==> config.mk <==
export PLATFORM = sky130hd
export DESIGN_NAME = pulp_clock_sel_ctrl
export DESIGN_NICKNAME = d
export VERILOG_FILES = /design/src/rtl/pulp_clock_sel_ctrl.sv
export SDC_FILE = /design/constraint.sdc
export NUM_CORES = 1
export LEC_CHECK = 0
export ABC_AREA = 1
export BUFFER_PORTS_ARGS = -buffer_cell sky130_fd_sc_hd__buf_2
export CAP_MARGIN = 15
export CORE_MARGIN = 3
export CORE_UTILIZATION = 30
export CTS_BUF_LIST = sky130_fd_sc_hd__clkbuf_4
export DETAILED_ROUTE_END_ITERATION = 8
export PLACE_DENSITY = 0.55
export SYNTH_ARGS = -nofsm -noshare
export SYNTH_HDL_FRONTEND = slang
export SYNTH_SLANG_ARGS = --single-unit
==> constraint.sdc <==
create_clock -name clk_i -period 2.45 [get_ports clk_i]
set_input_delay 0.49 -clock clk_i [delete_from_list [all_inputs] [get_ports clk_i]]
set_output_delay 0.49 -clock clk_i [all_outputs]
set_load 0.01 [all_outputs]
==> src/rtl/pulp_clock_sel_ctrl.sv <==
// Glitch-free clock source switch sequencer: gate, flip select, settle, ungate, ack.
// Optional lock-wait stage with timeout when CLK_SW_LOCK_WAIT_EN is defined.
module pulp_clock_sel_ctrl #(
   parameter int CNT_W          = 8,
   parameter int OFF_CYCLES     = 4,
   parameter int SETTLE_CYCLES  = 8,
   parameter int ON_CYCLES      = 2,
   parameter int TIMEOUT_CYCLES = 200
) (
   input  logic clk_i,
   input  logic rst_ni,
   input  logic req_i,
   input  logic sel_i,
   output logic ack_o,
   output logic busy_o,
   output logic clk_sel_o,
`ifdef CLK_SW_LOCK_WAIT_EN
   input  logic lock_i,
   output logic err_o,
`endif
   output logic clk_en_o
);

   localparam int CMAX = (2 ** CNT_W) - 1;

   if (OFF_CYCLES < 1 || OFF_CYCLES > CMAX ||
       SETTLE_CYCLES < 1 || SETTLE_CYCLES > CMAX ||
       ON_CYCLES < 1 || ON_CYCLES > CMAX ||
       TIMEOUT_CYCLES < 1 || TIMEOUT_CYCLES > CMAX) begin : g_bad_param
      $error("pulp_clock_sel_ctrl: cycle parameter out of range");
   end

   localparam logic [CNT_W-1:0] OFF_LD = CNT_W'(OFF_CYCLES - 1);
   localparam logic [CNT_W-1:0] SET_LD = CNT_W'(SETTLE_CYCLES - 1);
   localparam logic [CNT_W-1:0] ON_LD  = CNT_W'(ON_CYCLES - 1);
`ifdef CLK_SW_LOCK_WAIT_EN
   localparam logic [CNT_W-1:0] TO_LD  = CNT_W'(TIMEOUT_CYCLES - 1);
`endif

   typedef enum logic [2:0] {
      IDLE,
`ifdef CLK_SW_LOCK_WAIT_EN
      LOCK,
`endif
      GATE_OFF,
      SWITCH,
      GATE_ON,
      ACK
   } state_e;

   state_e           state_q, state_d;
   logic [CNT_W-1:0] cnt_q, cnt_d;
   logic             tgt_q, tgt_d;
   logic             sel_q, sel_d;
   logic             err_q, err_d;

   always_ff @(posedge clk_i) begin
      if (!rst_ni) begin
         state_q <= IDLE;
         cnt_q   <= '0;
         tgt_q   <= 1'b0;
         sel_q   <= 1'b0;
         err_q   <= 1'b0;
      end else begin
         state_q <= state_d;
         cnt_q   <= cnt_d;
         tgt_q   <= tgt_d;
         sel_q   <= sel_d;
         err_q   <= err_d;
      end
   end

   always_comb begin
      state_d = state_q;
      cnt_d   = cnt_q;
      tgt_d   = tgt_q;
      sel_d   = sel_q;
      err_d   = err_q;
      unique case (state_q)
         IDLE: begin
            err_d = 1'b0;
            if (req_i) begin
               tgt_d = sel_i;
               if (sel_i == sel_q) begin
                  state_d = ACK;
               end else begin
`ifdef CLK_SW_LOCK_WAIT_EN
                  state_d = LOCK;
                  cnt_d   = TO_LD;
`else
                  state_d = GATE_OFF;
                  cnt_d   = OFF_LD;
`endif
               end
            end
         end
`ifdef CLK_SW_LOCK_WAIT_EN
         LOCK: begin
            if (lock_i) begin
               state_d = GATE_OFF;
               cnt_d   = OFF_LD;
            end else if (cnt_q == '0) begin
               state_d = ACK;
               err_d   = 1'b1;
            end else begin
               cnt_d = cnt_q - CNT_W'(1);
            end
         end
`endif
         GATE_OFF: begin
            // select flips on the same edge that enters SWITCH, gate still closed
            if (cnt_q == '0) begin
               state_d = SWITCH;
               sel_d   = tgt_q;
               cnt_d   = SET_LD;
            end else begin
               cnt_d = cnt_q - CNT_W'(1);
            end
         end
         SWITCH: begin
            if (cnt_q == '0) begin
               state_d = GATE_ON;
               cnt_d   = ON_LD;
            end else begin
               cnt_d = cnt_q - CNT_W'(1);
            end
         end
         GATE_ON: begin
            if (cnt_q == '0) begin
               state_d = ACK;
            end else begin
               cnt_d = cnt_q - CNT_W'(1);
            end
         end
         ACK: state_d = IDLE;
         default: state_d = IDLE;
      endcase
   end

   assign ack_o     = (state_q == ACK);
   assign busy_o    = (state_q != IDLE);
   assign clk_sel_o = sel_q;
   assign clk_en_o  = !((state_q == GATE_OFF) || (state_q == SWITCH));
`ifdef CLK_SW_LOCK_WAIT_EN
   assign err_o     = ack_o && err_q;
`endif

   a_sel_gated: assert property (@(posedge clk_i)
      (rst_ni && $past(rst_ni) && (clk_sel_o != $past(clk_sel_o)))
      |-> !clk_en_o)
      else $error("clk_sel_o changed while clock gate open");

endmodule

# Yosys cells after proc, flatten, opt, wreduce, memory -nomap -nowiden
# Cells that the tools add are included.
# Widths: inputs -> output; s select.
# op_classes
reduce_logical,10
n_mux,12
n_addsub,1
n_eq_ne,11
# ops
operator,n
$mux 8,5
$pmux 8 s4,1
$mux 3,5
$ne 2x2->1 const B,6
$pmux 3 s4,1
$logic_not 8->1,1
$reduce_and 4->1,2
$sub 8x1->8 const B,1
$eq 3x2->1 const B,2
$reduce_and 2->1,2
$reduce_bool 4->1,1
$eq 3x1->1 const B,1
$eq 3x3->1 const B,1
$logic_not 3->1,1
$reduce_bool 3->1,1
$eq 1x1->1,1
$logic_not 1->1,1
$logic_or 1x1->1,1
# totals
register_bits,13
output_inout_bits,4
inputBits,4
word_cells,38

# Longest topological paths before layout
# Gate-level depths: netlist (run 1).
# logic_depth
word_depth,4
depth_mapped,10
depth_no_buf,10

# Least setup slack after synthesis (run 1)
# No wires, ideal clock.
# synth_path
path_type,register to register
startpoint,register cnt_q[0]
endpoint,register cnt_q[5]
t_required_ps,2335
n_path_buf,1
synth_period_minus_slack_ps,1410
path_stages_with_launch,9
setup_time_ps,115
t_arrival_ps,1295
path_slack_ps,1040
path_cell_list,dfxtp_1 inv_1 ha_1 nand2_1 nor3_4 nor2_4 buf_6 a21oi_1 nor2_1
# synth_between
elab_chain_cells,3
word_cells_on_any_way,8
cone_classes,add/sub: 1; eq/ne: 1; mux: 4; reduce/logical: 2
# synth_lines
element,line_no,rtl
from (decl),52,"logic [CNT_W-1:0] cnt_q, cnt_d;"
from (signal assigned),66,cnt_q <= cnt_d;
$sub 8x1->8 or $logic_not 8->1 (tied branches),--,
$mux 8 (tied with other cells),129,if (cnt_q == '0) begin
$pmux 8 s4 or $reduce_and 4->1 (tied branches),--,
# Several ways; a longest one is shown, not always the timed one. The select of a mux whose other input is x is not followed.
# A chain may end at the register's enable or synchronous reset.

# Worst setup path after layout (run 1)
# layout_path
startpoint,register state_q[2]
endpoint,output clk_en_o
# layout_between
elab_chain_cells,3
word_cells_on_any_way,4
cone_classes,eq/ne: 2; reduce/logical: 2
# layout_lines
element,line_no,rtl
from (decl),51,"state_e state_q, state_d;"
from (signal assigned),65,state_q <= state_d;
$eq 3x1->1 or $eq 3x2->1 (tied branches),143,assign clk_en_o = !((state_q == GATE_OFF) || (state_q == SWITCH));
$logic_or 1x1->1 *,143,
$logic_not 1->1 *,143,
to (decl),21,output logic clk_en_o
# Every way passes the cells marked *; elsewhere a longest branch is shown, timed or not.

==> results of run 1 <==
[power breakdown]
group | internal, mW | switching (mW)
registers | 0.284 | 0.0672
clock network | 0.0743 | 0.0786
logic | 0.270 | 0.524
[worst min-delay path by stage]
stage	start	end	slack, ns	depth (start not counted)
2_1_floorplan	cnt_q[0]$_SDFFE_PN0P_	cnt_q[0]$_SDFFE_PN0P_	0.45	2
3_3_place_gp	cnt_q[0]$_SDFFE_PN0P_	cnt_q[0]$_SDFFE_PN0P_	0.46	2
3_5_place_dp	cnt_q[0]$_SDFFE_PN0P_	cnt_q[0]$_SDFFE_PN0P_	0.47	2
4_1_cts	sel_i	tgt_q$_SDFFE_PN0P_	0.48	3
5_1_grt	sel_i	tgt_q$_SDFFE_PN0P_	0.48	3
6_report	sel_i	tgt_q$_SDFFE_PN0P_	0.48	3
[layout make-up]
class | count | area (sq um)
clock buffers | 4 | 30.0
fillers | 294 | 1640
inverters | 22 | 85.1
multi-input cells | 88 | 477
flip-flops and latches | 13 | 260
well taps | 30 | 37.5
repair buffers | 7 | 35.0
[metrics by stage]
stage          setup slack [ns]  utilization, %  power (mW)  area, sq um
2_1_floorplan              1.04               -        1.02          838
3_3_place_gp              0.789            34.8        1.15          895
3_5_place_dp              0.779            34.8        1.15          895
4_1_cts                   0.708            36.0        1.30          925
5_1_grt                   0.611            36.0        1.44          925
6_report                  0.721            36.0        1.30          925
[routing by layer]
layer  wire, microns  GRT usage (%)  vias to the layer above
li1                -              -                      416
met5               0              0                        -
met1             818           14.8                      346
met3              48           1.97                        5
met2             798           18.1                       12
met4              30           4.85                        0
[synth_stat cells (all sizes together)]
cell / count / area share [%]
ha: 1 / 1.5
clkinv: 2 / 1.2
a21oi: 10 / 6.4
inv: 20 / 9.0
nand3: 10 / 9.3
buf: 2 / 1.9
xor2: 1 / 1.0
a211oi: 1 / 0.90
o21ai: 11 / 7.5
nor2: 20 / 11
nor3: 3 / 3.1
dfxtp: 13 / 31
o21bai: 1 / 0.90
nand4: 1 / 0.75
nand2: 29 / 15
[logic make-up after synthesis]
logic type               Yosys count  share of synthesized area (%)
AO/OA/AOI/OAI                     23                           15.7
AND/OR/NAND/NOR                   63                           38.7
XOR/XNOR                           1                           1.04
buffers and inverters             24                           12.1
flip-flops                        13                           31.0
adder cells (fa/ha/maj)            1                           1.49
[worst max-delay path: stages (launching register included)]
cell and delay (ns):
dfxtp_1 0.37, clkinv_2 0.15, nand2_1 0.11, nor2_1 0.05
inv_1 0.06, nand2_1 0.05, inv_1 0.05, buf_2 0.12
[flip-flops by register name, summed over array words and instances (netlist names)]
name / cells
tgt_q: 1
cnt_q: 8
state_q: 3
clk_sel_o: 1
==> metrics.md, run 1 <==
| Metric | Value |
|---|---|
| DRT Pass-1 Iters | 4 |
| Die area | 0.00346 sq mm |
| Layout cells sized above 1 | 22.4% |
| Worst path arrival time | around 1.2 ns |
| DRT antenna net count | 0 |
| Commonest non-fill, non-tap cell in the layout | nand2_1 |
| Worst EP required | 1.96 ns |
| Initial DRC Count | 36 |
| Post-CTS Resized | 0 |
| CTS tree | built |
| Critical path class | register to primary output |
| R2R Path End | cnt_q[4]$_SDFFE_PN0P_ |
| P_leak | 0.436 nW |
| Hold Fails Final Rpt | 0 |
| Most frequent cells in the layout | nand2_1, inv_1, nor2_1 |
| Vias in the first global route | between 700 and 800 |
| Vias | 779 |
| Worst ir drop on vdd | 0.432 mV |
| # DRC | 0 |
| Gr ovfl total | 0 |
| Clock Latency Late Sink | 0.28 ns |
| Fin crit share | 70.6% |
| Setup bufs post-CTS | 0 |
| Worst Path Max Fanout | 7 |
| Maximum number of pins on one net before global-route repair | 15 |
| Buffers from clock root to sink, at most | 2 |
| IO Pins | 8 |
| Final Net Count | 140 |
| CP Capture Point | clk_en_o |
| Tmin final | 1.73 ns |
| Final TNS setup | 0 ns |
| Core area | approximately 0.0026 sq mm |
| Gr usage total | 11.3% |
| Slew @ Worst Pin | 0.349 ns |
| Htree depth | 1 |
| Layout overhead on the synthesized area | 10.3% |
| Routed WL | 1700 microns |
| Die Ht | 58.9 microns |
| Site Rows | 18 |
| Clk slew on worst S/H paths | ~0.080 ns |
| Fmax | 0.578 GHz |
| Die X | 58.9 microns |
| Avg Cell Area, Syn | 6.71 sq um |
| Yosys warnings | 0 |
| Fin Hold WS | around 0.48 ns |
| Post-synthesis sequential area ratio | 31.0% |
| First-pass GRT wire length | between 3000 and 4000 microns |
| Detailed Place HPWL | about 1300 microns |
| Placer Congestion | between 0.7 and 0.8 |
| Vias/cell | roughly 4.8 |
| Max Slew Vio Count | 0 |
| Final Setup Violations | 0 |
| Setup slack, reg-to-reg | between 0.8 and 0.9 ns |
| RSZ-0062 raised after global routing | false |
| Mapped Cells | 125 |
| Layout Cells excl Fill | 164 |
| Count of cell types in the netlist | 27 |
| Cts hold-fix bufs | 0 |
| Final Skew | ~0.0050 ns |
| Initial antenna violation count | 0 |
| Tightest Hold Check Type | primary input to register |
| Yosys reg bits | 13 |
| Wire per inst | 10.3 microns |
| Path depth of the worst reg2reg path | 8 |
| Critical Path Start Type | register |
| Port Buf Inserts | 7 |
| Syn_nets | 130 |
| Synthesized area | 838 sq um |
| Antenna Cells | 0 |
| Inserted Clock Buffers | 3 |
| Max_slew headroom | between 70% and 80% |
| CTS sink count | 13 |
| Placed Cells | 160 |
| RR Startpoint | cnt_q[0]$_SDFFE_PN0P_ |
| CTS Root Cell | clkbuf_4 |
| # Max-Cap Violations | 0 |
| Initial Util | approximately 33% |
| Critical Path End Type | primary output |
| Status | finished, final reports clean |
| Crit. Startpoint | state_q[2]$_SDFFE_PN0P_ |
| Power density over the cells | 1400 mW/mm^2 |
(Power assumes the default switching activity.)
==> run 2: changes to the inputs <==
--- a/config.mk
+++ b/config.mk
@@ -5,14 +5,14 @@
 export SDC_FILE = /design/constraint.sdc
 export NUM_CORES = 1
 export LEC_CHECK = 0
-export ABC_AREA = 1
+export ABC_AREA = 0
 export BUFFER_PORTS_ARGS = -buffer_cell sky130_fd_sc_hd__buf_2
 export CAP_MARGIN = 15
 export CORE_MARGIN = 3
 export CORE_UTILIZATION = 30
 export CTS_BUF_LIST = sky130_fd_sc_hd__clkbuf_4
 export DETAILED_ROUTE_END_ITERATION = 8
-export PLACE_DENSITY = 0.55
+export PLACE_DENSITY = 0.57
 export SYNTH_ARGS = -nofsm -noshare
 export SYNTH_HDL_FRONTEND = slang
 export SYNTH_SLANG_ARGS = --single-unit
==> constraint.sdc (replaced) <==
create_clock -name clk_i -period 1.49 [get_ports clk_i]
set_input_delay 0.298 -clock clk_i [delete_from_list [all_inputs] [get_ports clk_i]]
set_output_delay 0.298 -clock clk_i [all_outputs]
set_load 0.01 [all_outputs]
==> run 2 against run 1 <==
The run now ends with negative setup slack left. Design area grew 43%. Power grew to 2.7 times the previous value. Sequential share of layout area shrank 7.5 points.
==> metrics.md, run 2 <==
| Metric | Value |
|---|---|
| Setup ws final | -0.130 ns |
| Status | finished with violations |
| Critical path class | register to primary output |
| Port Buf Inserts | 7 |
| Yosys warnings | 0 |
| Gr ovfl total | 0 |
| Count of cell types in the netlist | 38 |
| Initial DRC Count | 25 |
| Placed inst area | 0.00104 sq mm |
| Fin Hold WS | ~0.3 ns |
| Commonest non-fill, non-tap cell in the layout | buf_4 |
| Htree depth | 1 |
| Final Setup Violations | 10 |
| Reg with most FFs | cnt_q |
| Post-synth top area share | between 30% and 40% |
| Tightest Hold Check Type | primary input to register |
| Top cells by count, synth | dfxtp_1, a21oi_1, nor2_1 |
| Overall Power | 3.57 mW |
| Avg Cell Area, Syn | 8.42 sq um |
| Buffers from clock root to sink, at most | 2 |
| Most frequent cells in the layout | buf_4, nor2_1, nand2_1 |
| Tmin final | approximately 1.6 ns |
| Initial antenna violation count | 0 |
| Final Net Count | 146 |
| Clk slew on worst S/H paths | 0.08 ns |
| Fin crit share | 109% |
| Antenna Cells | 0 |
| Placer Congestion | 0.794 |
| # DRC | 0 |
| Post-synth EDFFs | 0 |
| Top Registers | cnt_q: 8 flops, state_q: 3 flops |
| Design Area, Final | 0.00132 sq mm |
| Layout cells sized above 1 | 59.3% |
| Die Ht | 58.2 microns |
| Gr usage total | 14.7% |
| Vias in the first global route | 838 |
| Worst Path Max Fanout | 4 |
| Slew @ Worst Pin | 0.340 ns |
| Post-synthesis sequential area ratio | 31.9% |
| Fmax | about 0.6 GHz |
| Setup Slack @ Placement | -0.166 ns |
| DRT antenna net count | 0 |
| Max FFs per register | 8 |
| Die area | approximately 0.0034 sq mm |
| Inserted Clock Buffers | 3 |
| Ys async rst share | 0% |
| CTS tree | built |
| # Max-Cap Violations | 0 |
| Top cell type by total area after synthesis | dfxtp_1 |
| Worst EP required | around 1.2 ns |
| Mapped Cells | 97 |
| First-pass GRT wire length | 3770 microns |
| Vias | 940 |
| Layout overhead on the synthesized area | 61.6% |
| Clock Latency Late Sink | 0.28 ns |
| Worst ir drop on vdd | 1.55 mV |
| Failing checks | negative setup slack |
| Hold Fails Final Rpt | 0 |
| Reg area | 273 sq um |
| RSZ-0062 raised after global routing | true |
| Routed WL | 2620 microns |
| # fillers | 237 |
| Yosys reg bits | 13 |
| P_leak | 0.558 nW |
| Max Slew Vio Count | 0 |
| Power density over the cells | 2700 mW/mm^2 |
| Detailed Place HPWL | 1680 microns |
| Core area | approximately 0.0025 sq mm |
| Site Rows | 18 |
| CTS sink count | 13 |
| Wire per inst | roughly 15 microns |
| Vias/cell | 5.53 |
| Most frequent cell after synthesis | dfxtp_1 |
| CTS Root Cell | clkbuf_4 |
| DRT Pass-1 Iters | 4 |
| Top cells by area, synth | dfxtp_1, a21oi_1, o31ai_1 |
| Worst path arrival time | 1.32 ns |
| Critical Path End Type | primary output |
| Critical Path Start Type | register |
| Synthesized area | 817 sq um |
| Maximum number of pins on one net before global-route repair | 11 |
| Multi-input gate area | 633 sq um |
| Initial Util | 32.4% |
| Final Skew | 0.00182 ns |
| Main synth FF type | dfxtp_1 |
| Die X | 58.2 microns |
| IO Pins | 8 |
| Fin util | a little over half |
| Max_slew headroom | roughly 77% |
| Syn_nets | 102 |
==> run 2: cell types whose count changed after synthesis, sizes merged, moves of 2 or more <==
| cell | change |
|---|---|
| or4 | +5 |
| or3 | +3 |
| o31ai | +6 |
| nand3 | -7 |
| inv | -15 |
| mux2i | +2 |
| o21ai | -11 |
| o211ai | +2 |
| nor2 | -10 |
| clkinv | -2 |
| nand2 | -21 |
| buf | +2 |
==> run 2: cells by family (layout without fill, tap and decap cells) <==
logic type               Yosys count  in the layout  synth area share [%]
buffers and inverters             10             52                  8.27
multiplexers                       2              2                  2.45
XOR/XNOR                           3              3                  4.14
AO/OA/AOI/OAI                     26             26                  22.7
AND/OR/NAND/NOR                   42             43                  29.1
adder cells (fa/ha/maj)            1              1                  1.53
flip-flops                        13             13                  31.9
==> run 2: per-stage QoR <==
stage | setup TNS (ns) | cells
6_report | -0.713 | 170
3_3_place_gp | -0.606 | 154
2_1_floorplan | -0.169 | 97
4_1_cts | -0.949 | 158
5_1_grt | -1.68 | 170
3_5_place_dp | -0.814 | 154
==> run 2: path summary, 6_finish.rpt <==
check,cells after the start,slack [ns],start,to
worst min register to register,2,0.50,tgt_q$_SDFFE_PN0P_,clk_sel_o$_SDFFE_PN0P_
worst min-delay path,3,0.31,sel_i,tgt_q$_SDFFE_PN0P_
worst max-delay path,4,-0.13,state_q[0]$_SDFFE_PN0P_,clk_en_o
worst max register to register,6,-0.13,cnt_q[3]$_SDFFE_PN0P_,cnt_q[7]$_SDFFE_PN0P_
==> run 2: routing by layer <==
| layer | vias to the layer above | track usage (%) | part of all wire [%] |
|---|---|---|---|
| met5 | - | 0 | 0 |
| met3 | 6 | 4.01 | 6.1 |
| met2 | 29 | 23.1 | 51 |
| met1 | 454 | 19.8 | 42 |
| met4 | 0 | 3.97 | 1.0 |
| li1 | 451 | - | - |
==> run 2: critical path: stages, from the launching register on <==
cell	delay, ns
dfxtp_2	0.33
buf_6	0.12
and2_4	0.15
or3_1	0.29
buf_2	0.14
==> run 2: power by group <==
part / switching, mW / internal (mW) / total (mW)
logic: 1.29 / 1.40 / 2.69
registers: 0.139 / 0.495 / 0.634
clock network: 0.125 / 0.122 / 0.247
total: 1.55 / 2.01 / 3.57
==> run 2: repair_timing <==
item | CTS | global route
gates resized for setup | 14 | 22
hold buffers | 0 | 0
endpoints found under the hold margin | 0 | 0
pin swaps | 5 | 7
endpoints found under the setup margin | 14 | 15
cloned | 0 | 1
buffers inserted | 0 | 11
==> run 2: area by class of cell <==
class / instances / area share (%)
multi-input combinational: 75 / 48.0
timing repair buffer: 43 / 24.8
sequential: 13 / 20.7
tap: 30 / 2.84
clock buffer: 4 / 2.27
inverter: 5 / 1.42
